File: config.mk
export PLATFORM = sky130hd
export DESIGN_NAME = fmap_stream_reader
export DESIGN_NICKNAME = d
export VERILOG_FILES = /design/src/rtl/fmap_stream_reader_pkg.sv /design/src/rtl/fmap_stream_reader_addr_gen.sv /design/src/rtl/fmap_stream_reader.sv
export SDC_FILE = /design/constraint.sdc
export NUM_CORES = 1
export LEC_CHECK = 0
export BUFFER_PORTS_ARGS = -buffer_cell sky130_fd_sc_hd__buf_2
export CAP_MARGIN = 40
export CORE_MARGIN = 3
export CORE_UTILIZATION = 51
export CTS_BUF_LIST = sky130_fd_sc_hd__clkbuf_16
export DETAILED_ROUTE_END_ITERATION = 6
export PLACE_DENSITY = 0.85
export REMOVE_ABC_BUFFERS = 1
export SLEW_MARGIN = 10
export SYNTH_ARGS = -nofsm -noshare
export SYNTH_HDL_FRONTEND = slang
export SYNTH_SLANG_ARGS = --single-unit
File: constraint.sdc
create_clock -name clk -period 4.3 [get_ports clk]
set_clock_uncertainty 0.2 [all_clocks]
set_input_delay 0.86 -clock clk [delete_from_list [all_inputs] [get_ports clk]]
set_output_delay 0.86 -clock clk [all_outputs]
set_load 0.05 [all_outputs]
File: src/rtl/fmap_stream_reader_pkg.sv
// cnn_fmap_pkg: shared tile geometry and reader FSM states for the feature-map stream reader.
package cnn_fmap_pkg;
  localparam int FMAP_ROWS = 4;
  localparam int FMAP_COLS = 4;
  localparam int FMAP_DW = 8;
  localparam int FMAP_AW = 3;
  typedef enum logic [1:0] {IDLE, READ, DRAIN, DONE} state_t;
endpackage

File: src/rtl/fmap_stream_reader_addr_gen.sv
// fmap_addr_gen: row/col scan counters for one tile; FMAP_COLMAJOR_EN selects column-major order.
module fmap_addr_gen import cnn_fmap_pkg::*; #(
  parameter int ROWS = FMAP_ROWS,
  parameter int COLS = FMAP_COLS,
  parameter int AW = FMAP_AW
) (
  input  logic          clk,
  input  logic          reset,
  input  logic          clr,
  input  logic          adv,
  output logic [AW-1:0] row,
  output logic [AW-1:0] col,
  output logic          is_last
);
  localparam logic [AW-1:0] ROW_MAX = AW'(ROWS - 1);
  localparam logic [AW-1:0] COL_MAX = AW'(COLS - 1);
  logic row_end, col_end;
  logic [AW-1:0] row_nxt, col_nxt;
  assign row_end = row == ROW_MAX;
  assign col_end = col == COL_MAX;
  assign is_last = row_end && col_end;
`ifdef FMAP_COLMAJOR_EN
  assign row_nxt = row_end ? '0 : row + 1'b1;
  assign col_nxt = row_end ? (col_end ? '0 : col + 1'b1) : col;
`else
  assign col_nxt = col_end ? '0 : col + 1'b1;
  assign row_nxt = col_end ? (row_end ? '0 : row + 1'b1) : row;
`endif
  always_ff @(posedge clk or negedge reset)
    if (!reset) begin
      row <= '0;
      col <= '0;
    end else if (clr) begin
      row <= '0;
      col <= '0;
    end else if (adv) begin
      row <= row_nxt;
      col <= col_nxt;
    end
endmodule

File: src/rtl/fmap_stream_reader.sv
// fmap_stream_reader: streams one tile from the scratch memory as valid/ready with last-flag.
// Scan order is row-major unless FMAP_COLMAJOR_EN is defined (column-major).
module fmap_stream_reader import cnn_fmap_pkg::*; #(
  parameter int ROWS = FMAP_ROWS,
  parameter int COLS = FMAP_COLS,
  parameter int DW = FMAP_DW,
  parameter int AW = FMAP_AW
) (
  input  logic          clk,
  input  logic          reset,
  input  logic          start,
  output logic          mem_rd_en,
  output logic [AW-1:0] mem_addr,
  output logic [AW-1:0] mem_addr1,
  input  logic [DW-1:0] mem_data,
  output logic          out_valid,
  input  logic          out_ready,
  output logic [DW-1:0] out_data,
  output logic          out_last,
  output logic          busy,
  output logic          done
);
  state_t state, nxt;
  logic capture, is_last;
  logic [AW-1:0] row, col;
  assign capture = state == READ && (!out_valid || out_ready);
  fmap_addr_gen #(.ROWS(ROWS), .COLS(COLS), .AW(AW)) u_addr (
    .clk(clk), .reset(reset), .clr(state != READ), .adv(capture),
    .row(row), .col(col), .is_last(is_last)
  );
  assign mem_rd_en = state == READ;
  assign mem_addr = mem_rd_en ? row : '0;
  assign mem_addr1 = mem_rd_en ? col : '0;
  assign busy = state == READ || state == DRAIN;
  assign done = state == DONE;
  always_ff @(posedge clk or negedge reset)
    if (!reset) state <= IDLE;
    else state <= nxt;
  always_comb begin
    nxt = state;
    case (state)
      IDLE:    nxt = start ? READ : IDLE;
      READ:    nxt = capture && is_last ? DRAIN : READ;
      DRAIN:   nxt = out_ready ? DONE : DRAIN;
      default: nxt = IDLE;
    endcase
  end
  // memory reads are combinational, so the output register is the only pipeline stage
  always_ff @(posedge clk or negedge reset)
    if (!reset) begin
      out_valid <= 1'b0;
      out_data <= '0;
      out_last <= 1'b0;
    end else if (capture) begin
      out_valid <= 1'b1;
      out_data <= mem_data;
      out_last <= is_last;
    end else if (state == DRAIN && out_ready) begin
      out_valid <= 1'b0;
      out_last <= 1'b0;
    end
endmodule

## Yosys cells after proc, flatten, opt, wreduce, memory -nomap -nowiden

Cells that the tools add are included.

- Flip-flop bits (word level): 18
- Word-level logic and storage cells: 42

- Reductions and logical operators: 12
- Add/subtract/negate cells: 2
- Eq/ne operators: 6
- Multiplexer cells: 16

Operator list:

| kind | number |
|---|---|
| 3-bit two-way mux | 9 |
| 3-bit by 1-bit adder with 3-bit output, second input constant | 2 |
| 3-bit by 2-bit == test with 1-bit output, second input constant | 2 |
| 2-bit one-hot mux with 3 select lines | 1 |
| 2-bit nonzero test | 3 |
| 1-bit two-way mux | 5 |
| 2-bit == test, second input constant | 2 |
| 1-bit logical AND | 4 |
| 2-bit by 1-bit == test with 1-bit output, second input constant | 1 |
| 2-bit logical NOT | 1 |
| 1-bit logical OR | 2 |
| 2-bit two-way mux | 1 |
| 2-bit by 1-bit inequality test with 1-bit output, second input constant | 1 |
| 2-bit AND reduction | 1 |
| 1-bit logical NOT | 1 |

## Logic depth before layout (Yosys ltp)

Gate-level depths: netlist (run 1).

- Word-level depth: 6
- Gate-level depth with buffers: 5

## Cells and area by module

A second synthesis (run 1) with hierarchy kept.

- Cell total of the unflattened synthesis: 73
- Area total of the unflattened synthesis: 869.6 sq um

Modules (own cells, without submodules):

| module | cells an instance | area each (sq um) | sequential area each (sq um) | times used |
|---|---|---|---|---|
| fmap_stream_reader | 45 | 576.8 | 300.3 | 1 |
| fmap_addr_gen | 28 | 292.8 | 150.1 | 1 |

## Worst setup path after synthesis (run 1)

Ideal clock, no wire load.

- Path kind: flip-flop to output port
- Start point: register state[1]
- End point: output port mem_addr1[0]
- Path slack: 1.481 ns
- Buffers on the path: 1
- Required time: 3.240 ns
- Arrival: 1.759 ns
- Stages on the path, launching flop included: 5
- Cells stage by stage: dfrtp_1 inv_1 ha_1 clkbuf_1 and2_1

- Cells in the longest elaborated chain, start to end: 2

Ends and longest elaborated chain:

| element | RTL line | RTL |
|---|---|---|
| start, declared | fmap_stream_reader.sv:23 | `state_t state, nxt;` |
| start signal, assigned | fmap_stream_reader.sv:38 | `else state <= nxt;` |
| 2-bit by 1-bit == test with 1-bit output | fmap_stream_reader.sv:31 | `assign mem_rd_en = state == READ;` |
| named net mem_rd_en | fmap_stream_reader.sv:12 | `output logic mem_rd_en,` |
| 3-bit two-way mux | fmap_stream_reader.sv:33 | `assign mem_addr1 = mem_rd_en ? col : '0;` |
| end, declared | fmap_stream_reader.sv:14 | `output logic [AW-1:0] mem_addr1,` |

The timed path passes the listed nets, and every way through them passes these cells.

## Worst setup path in the final report (run 1)

- Start point: register state[1]
- End point: output port mem_addr1[2]

- Cells in the longest elaborated chain, start to end: 2

Ends and longest elaborated chain:

| element | RTL line |
|---|---|
| 2-bit by 1-bit == test with 1-bit output | fmap_stream_reader.sv:31 |
| 3-bit two-way mux | fmap_stream_reader.sv:33 |

Every way passes these cells.

==> results.md, run 1 <==
* Die area at 0.00224 sq mm
* Critical-path maximum fanout at 15
* Yosys top cell area share at 0.518
* Fraction of layout cells with a size suffix above 1 at 0.433
* Total CTS buffers at 3
* Slew HR at 0.708
* RSZ-0062 raised after global routing: no
* CP arrival at 1.71 ns
* Layout area overhead at 28.2%
* Worst Setup End Kind: primary output
* Leak at 0.580 nW
* Post-synthesis cell type with the largest combined area: dfrtp_1
* FMAX at 361 MHz
* Hold slack at 0.295 ns
* Initial Utilization at 0.558
* Remaining Overflow, GRT at 0
* Pre-Repair DR Iteration Count at 4
* CTS tree: done
* Initial antenna violation count at 0
* Post-Syn Area at 870 sq um
* Worst Path Required at 3.24 ns
* Setup TNS Final at 0 ns
* Crit-path max cell delay at 0.44 ns
* Slew @ Worst Pin at 0.438 ns
* Fin. Hold Viols at 0
* Clk slew on worst S/H paths at 0.05 ns
* Gp weighted congestion at 0.779
* Iter 0 DRT Violations at 7
* Diode count at 0
* Outcome: finished, final reports clean
* Worst-Skew Late Latency at 0.25 ns
* Clk buf depth at 2
* Yosys cell types at 25
* Vias at 647
* Worst Hold Class: register to register
* FF+latch count, synth at 18
* PortBufs at 30
* Commonest cells after routing, fill and taps aside: buf_2, dfrtp_1, mux2_2
* # Post-CTS Setup Buffers at 0
* Worst vdd ir at 409 uV
* Routed WL at 1.61 mm
* Mapped Cells at 71
* Hpwl dp at 1.25 mm
* CP cell instances: inv_1, ha_1, and2_1, buf_2
* Vias in the first global route at 651
* CTS H-tree depth at 1
* Post-synthesis sequential area ratio at 0.518
* Max cap viols at 0
* YS warnings at 0
* I/O pin cnt at 31
* Commonest non-fill, non-tap cell in the layout: buf_2
* Top post-synthesis cells by area: dfrtp_1, mux2_2, ha_1
* Residual DRC at 0
* Pwr Density at 692 mW/mm^2
* Drt via density at 5.39
* Die Y at 47.3 um
* Nets@finish at 124
* Minimum clock period at 2.77 ns
* # rows at 14
* Core area at 0.00156 sq mm
* Slowest-stage cell, CP: ha_1
* Largest net degree at the start of global routing at 19
* Avg Cell Area, Syn at 12.2 sq um
* Number of max-slew violations in the final report at 0
* Post-CTS Hold Buffers at 0
* Fill count at 116
* Kind of critical path: register to primary output
* Clk sinks at 18
* Final setup vio count at 0
* Die Wd at 47.3 um
* Wire per inst at 13.4 um
* Crit share post-route at 0.643
* First-pass GRT wire length at 2.58 mm
* Critical Path Start Type: register
* # resized after CTS at 0
* DRT antenna net count at 0
* Clock root buffer: clkbuf_16
* GRT Total Usage at 0.165
[critical path: cells and delay by family (launching register included)]
family        cells  cell delay [ns]
simple gates      1             0.22
flops             1             0.42
buf+inv           2             0.39
fa+ha+maj         1             0.44
[stage by stage]
step	instances	cell area, sq um	util	setup WS (ns)	power (mW)
global placement	116	1040	0.665	1.88	0.584
detailed placement	116	1040	0.665	1.78	0.594
floorplan	70	866	-	1.57	0.516
finish	120	1110	0.715	1.53	0.771
CTS	120	1110	0.715	1.51	0.780
global route	120	1110	0.715	1.43	0.813
[final timing paths]
kind	start	end	slack, ns	cells past startpoint
max in group asynchronous	reset	out_last$_DFFE_PN0P_	3.28	1
setup reg to reg	state[1]$_DFF_PN0_	out_data[7]$_DFFE_PN0P_	2.39	4
min in group asynchronous	reset	u_addr.row[0]$_DFFE_PN0P_	0.33	1
hold / removal	out_data[7]$_DFFE_PN0P_	out_data[7]$_DFFE_PN0P_	0.29	1
hold reg to reg	out_data[7]$_DFFE_PN0P_	out_data[7]$_DFFE_PN0P_	0.29	1
setup / recovery	state[1]$_DFF_PN0_	mem_addr1[2]	1.53	4
[registers in the layout, summed over array words and instances (netlist names)]
signal and cells:
out_data 8, out_valid 1, u_addr.col 3, out_last 1, u_addr.row 3, state 2
[synth_stat cells]
library cell and count:
or3_1 1, nand2_1 5, a22oi_1 1, nor2b_4 1
o21ai_0 2, a31o_2 1, and2_1 5, clkbuf_1 1
nand3_1 1, or4_1 1, mux2_2 8, a21boi_0 3
nand2b_2 1, mux2_1 1, nand2b_1 2, a31oi_1 1
o22ai_1 1, a21boi_1 2, nand2_2 1, inv_1 3
and4_1 1, dfrtp_1 18, a21o_1 1, nor2b_1 2
ha_1 7
[cell families after synthesis]
kind of cell,Yosys count,share of synthesized area
and+or+nand+nor,21,0.151
buffers and inverters,4,0.0173
DFF,18,0.518
adders and majority gates,7,0.101
muxes,9,0.117
AOI/OAI and AO/OA,12,0.0964
[cell type report]
type | instances | area, sq um | area share
Tap cell | 16 | 20.0 | 0.0180
Multi-Input combinational cell | 49 | 404 | 0.363
Sequential cell | 18 | 450 | 0.404
Inverter | 3 | 11.3 | 0.0101
Clock inverter | 1 | 3.75 | 0.00337
Clock buffer | 3 | 75.1 | 0.0673
Timing Repair Buffer | 30 | 150 | 0.135
[power breakdown]
part / total [mW] / switching, mW / internal [mW]
logic: 0.347 / 0.250 / 0.0972
clock network: 0.183 / 0.0595 / 0.123
registers: 0.241 / 0.0281 / 0.213
total: 0.771 / 0.337 / 0.433
[per-layer routing]
layer,routed length [um],vias to the layer above,global-route usage
li1,-,312,-
met1,654,303,0.174
met2,805,27,0.299
met3,108,5,0.0383
met4,39,0,0.0829
met5,0,-,0
Power figures use the tool's default switching activity.
==> run 2, diff against run 1 <==
- CORE_UTILIZATION: 51 -> 47
- PLACE_DENSITY: 0.85 -> 0.79
- clock period: 4.3 -> 2.8 ns (I/O delays scaled with it)
==> run 2 against run 1 <==
  * Non-clock buffer count is the same
  * Register-to-register slack worse by 1.5 ns
  * Setup slack worse by 1.1 ns
  * Critical endpoint unchanged
  * Worst hold slack worse by 0.26 ns
  * Power up 55%
==> results.md, run 2 (synthesized netlist as in run 1, its figures left out) <==
* Die area at 0.00240 sq mm
* Leak at 0.580 nW
* Sw Share at 0.444
* Commonest cells after routing, fill and taps aside: buf_2, dfrtp_1, mux2_2
* Total CTS buffers at 3
* # Post-CTS Setup Buffers at 0
* Wire per inst at 13.8 um
* Slew @ Worst Pin at 0.413 ns
* Worst Setup End Kind: primary output
* Met3 usage at 0.0581
* Gp weighted congestion at 0.749
* Clk sinks at 18
* CP arrival at 1.65 ns
* Layout area overhead at 29.4%
* Non-Filler Instances at 128
* Number of max-slew violations in the final report at 0
* Clock power share at 0.243
* GRT Total Usage at 0.170
* Grt met1 use at 0.188
* Largest net degree at the start of global routing at 19
* Clk slew on worst S/H paths at 0.05 ns
* Flop pwr share at 0.309
* # resized after CTS at 0
* Crit share post-route at 0.860
* Max reg flops at 8
* Clock root buffer: clkbuf_16
* I/O pin cnt at 31
* Remaining Overflow, GRT at 0
* PortBufs at 30
* Clk buf depth at 2
* Initial antenna violation count at 0
* Iter 0 DRT Violations at 8
* Fin. Hold Viols at 0
* Hpwl dp at 1.24 mm
* Critical Path Start Type: register
* Portion of total power attributed to combinational logic at 0.448
* Fraction of layout cells with a size suffix above 1 at 0.433
* Worst vdd ir at 840 uV
* Layout Utilization at 0.690
* Slew HR at 0.725
* Critical-path maximum fanout at 15
* Worst-Skew Late Latency at 0.25 ns
* Outcome: finished, final reports clean
* Worst Path Required at 2.04 ns
* Largest Register: out_data
* Commonest non-fill, non-tap cell in the layout: buf_2
* Vias in the first global route at 678
* Placed cell count at 124
* Die Y at 49.0 um
* GR peak layer: met2
* Core area at 0.00163 sq mm
* CTS tree: done
* Minimum clock period at 2.41 ns
* Final setup vio count at 0
* Residual DRC at 0
* Vias at 639
* CTS H-tree depth at 1
* Pre-Repair DR Iteration Count at 3
* Die Wd at 49.0 um
* Max cap viols at 0
* R2R Setup Slk at 0.93 ns
* Nets@finish at 124
* First-pass GRT wire length at 3.09 mm
* RSZ-0062 raised after global routing: no
* Kind of critical path: register to primary output
* Routed WL at 1.77 mm
* Diode count at 0
* Cell-internal power at 0.665 mW
* Setup TNS Final at 0 ns
* # rows at 14
* Net switching power at 0.531 mW
* Post-CTS Hold Buffers at 0
* DRT antenna net count at 0
* Pwr Density at 1060 mW/mm^2
* Initial Utilization at 0.534
* Biggest regs: out_data x8, u_addr.col x3, u_addr.row x3
* Met2 Use GR at 0.287
* Drt via density at 4.99
* FMAX at 415 MHz
* Worst Hold Class: primary input to asynchronous set/reset pin
[run 2: cell counts in the layout (fill, tap and decap cells not counted)]
Identical to the previous run, type by type.
[run 2: cell type report]
class                   count  area [sq um]
clock buffers               3          75.1
clock inverters             1          3.75
fillers                   145           504
inverters                   3          11.3
multi-input cells          49           404
flip-flops and latches     18           450
well taps                  24          30.0
repair buffers             30           150
[run 2: power groups by stage]
stage	combinational, mW	clock [mW]	sequential, mW
detailed placement	0.539	0	0.374
finish	0.536	0.290	0.370
global route	0.577	0.307	0.380
global placement	0.531	0	0.369
CTS	0.541	0.295	0.371
floorplan	0.320	0	0.472
[run 2: routing by layer]
metal | wire length [um] | part of all wire | vias to the layer above
met1 | 771 | 0.44 | 302
met2 | 844 | 0.48 | 22
li1 | - | - | 310
met5 | 0 | 0 | -
met3 | 108 | 0.061 | 5
met4 | 43 | 0.024 | 0
[run 2: path summary, 6_finish.rpt]
kind,endpoint,depth (start not counted),start
min in group clk,out_data[2]$_DFFE_PN0P_,1,out_data[2]$_DFFE_PN0P_
hold reg to reg,out_data[2]$_DFFE_PN0P_,1,out_data[2]$_DFFE_PN0P_
setup reg to reg,out_data[7]$_DFFE_PN0P_,4,state[1]$_DFF_PN0_
max in group asynchronous,u_addr.row[0]$_DFFE_PN0P_,1,reset
setup / recovery,mem_addr1[2],4,state[1]$_DFF_PN0_
hold / removal,u_addr.col[2]$_DFFE_PN0P_,1,reset
[run 2: critical path, stage by stage (launching register included)]
cell,delay [ns]
dfrtp_1,0.41
inv_1,0.11
ha_1,0.41
and2_1,0.20
buf_2,0.26
[run 2: through the flow]
stage / cell area (sq um) / hold slack (ns) / total power, mW / setup slack [ns]
finish: 1120 / 0.0352 / 1.20 / 0.391
global route: 1120 / 0.0611 / 1.26 / 0.242
CTS: 1120 / 0.0451 / 1.21 / 0.380
detailed placement: 1050 / 0.291 / 0.912 / 0.637
global placement: 1050 / 0.270 / 0.900 / 0.693
floorplan: 866 / 0.0644 / 0.792 / 0.366
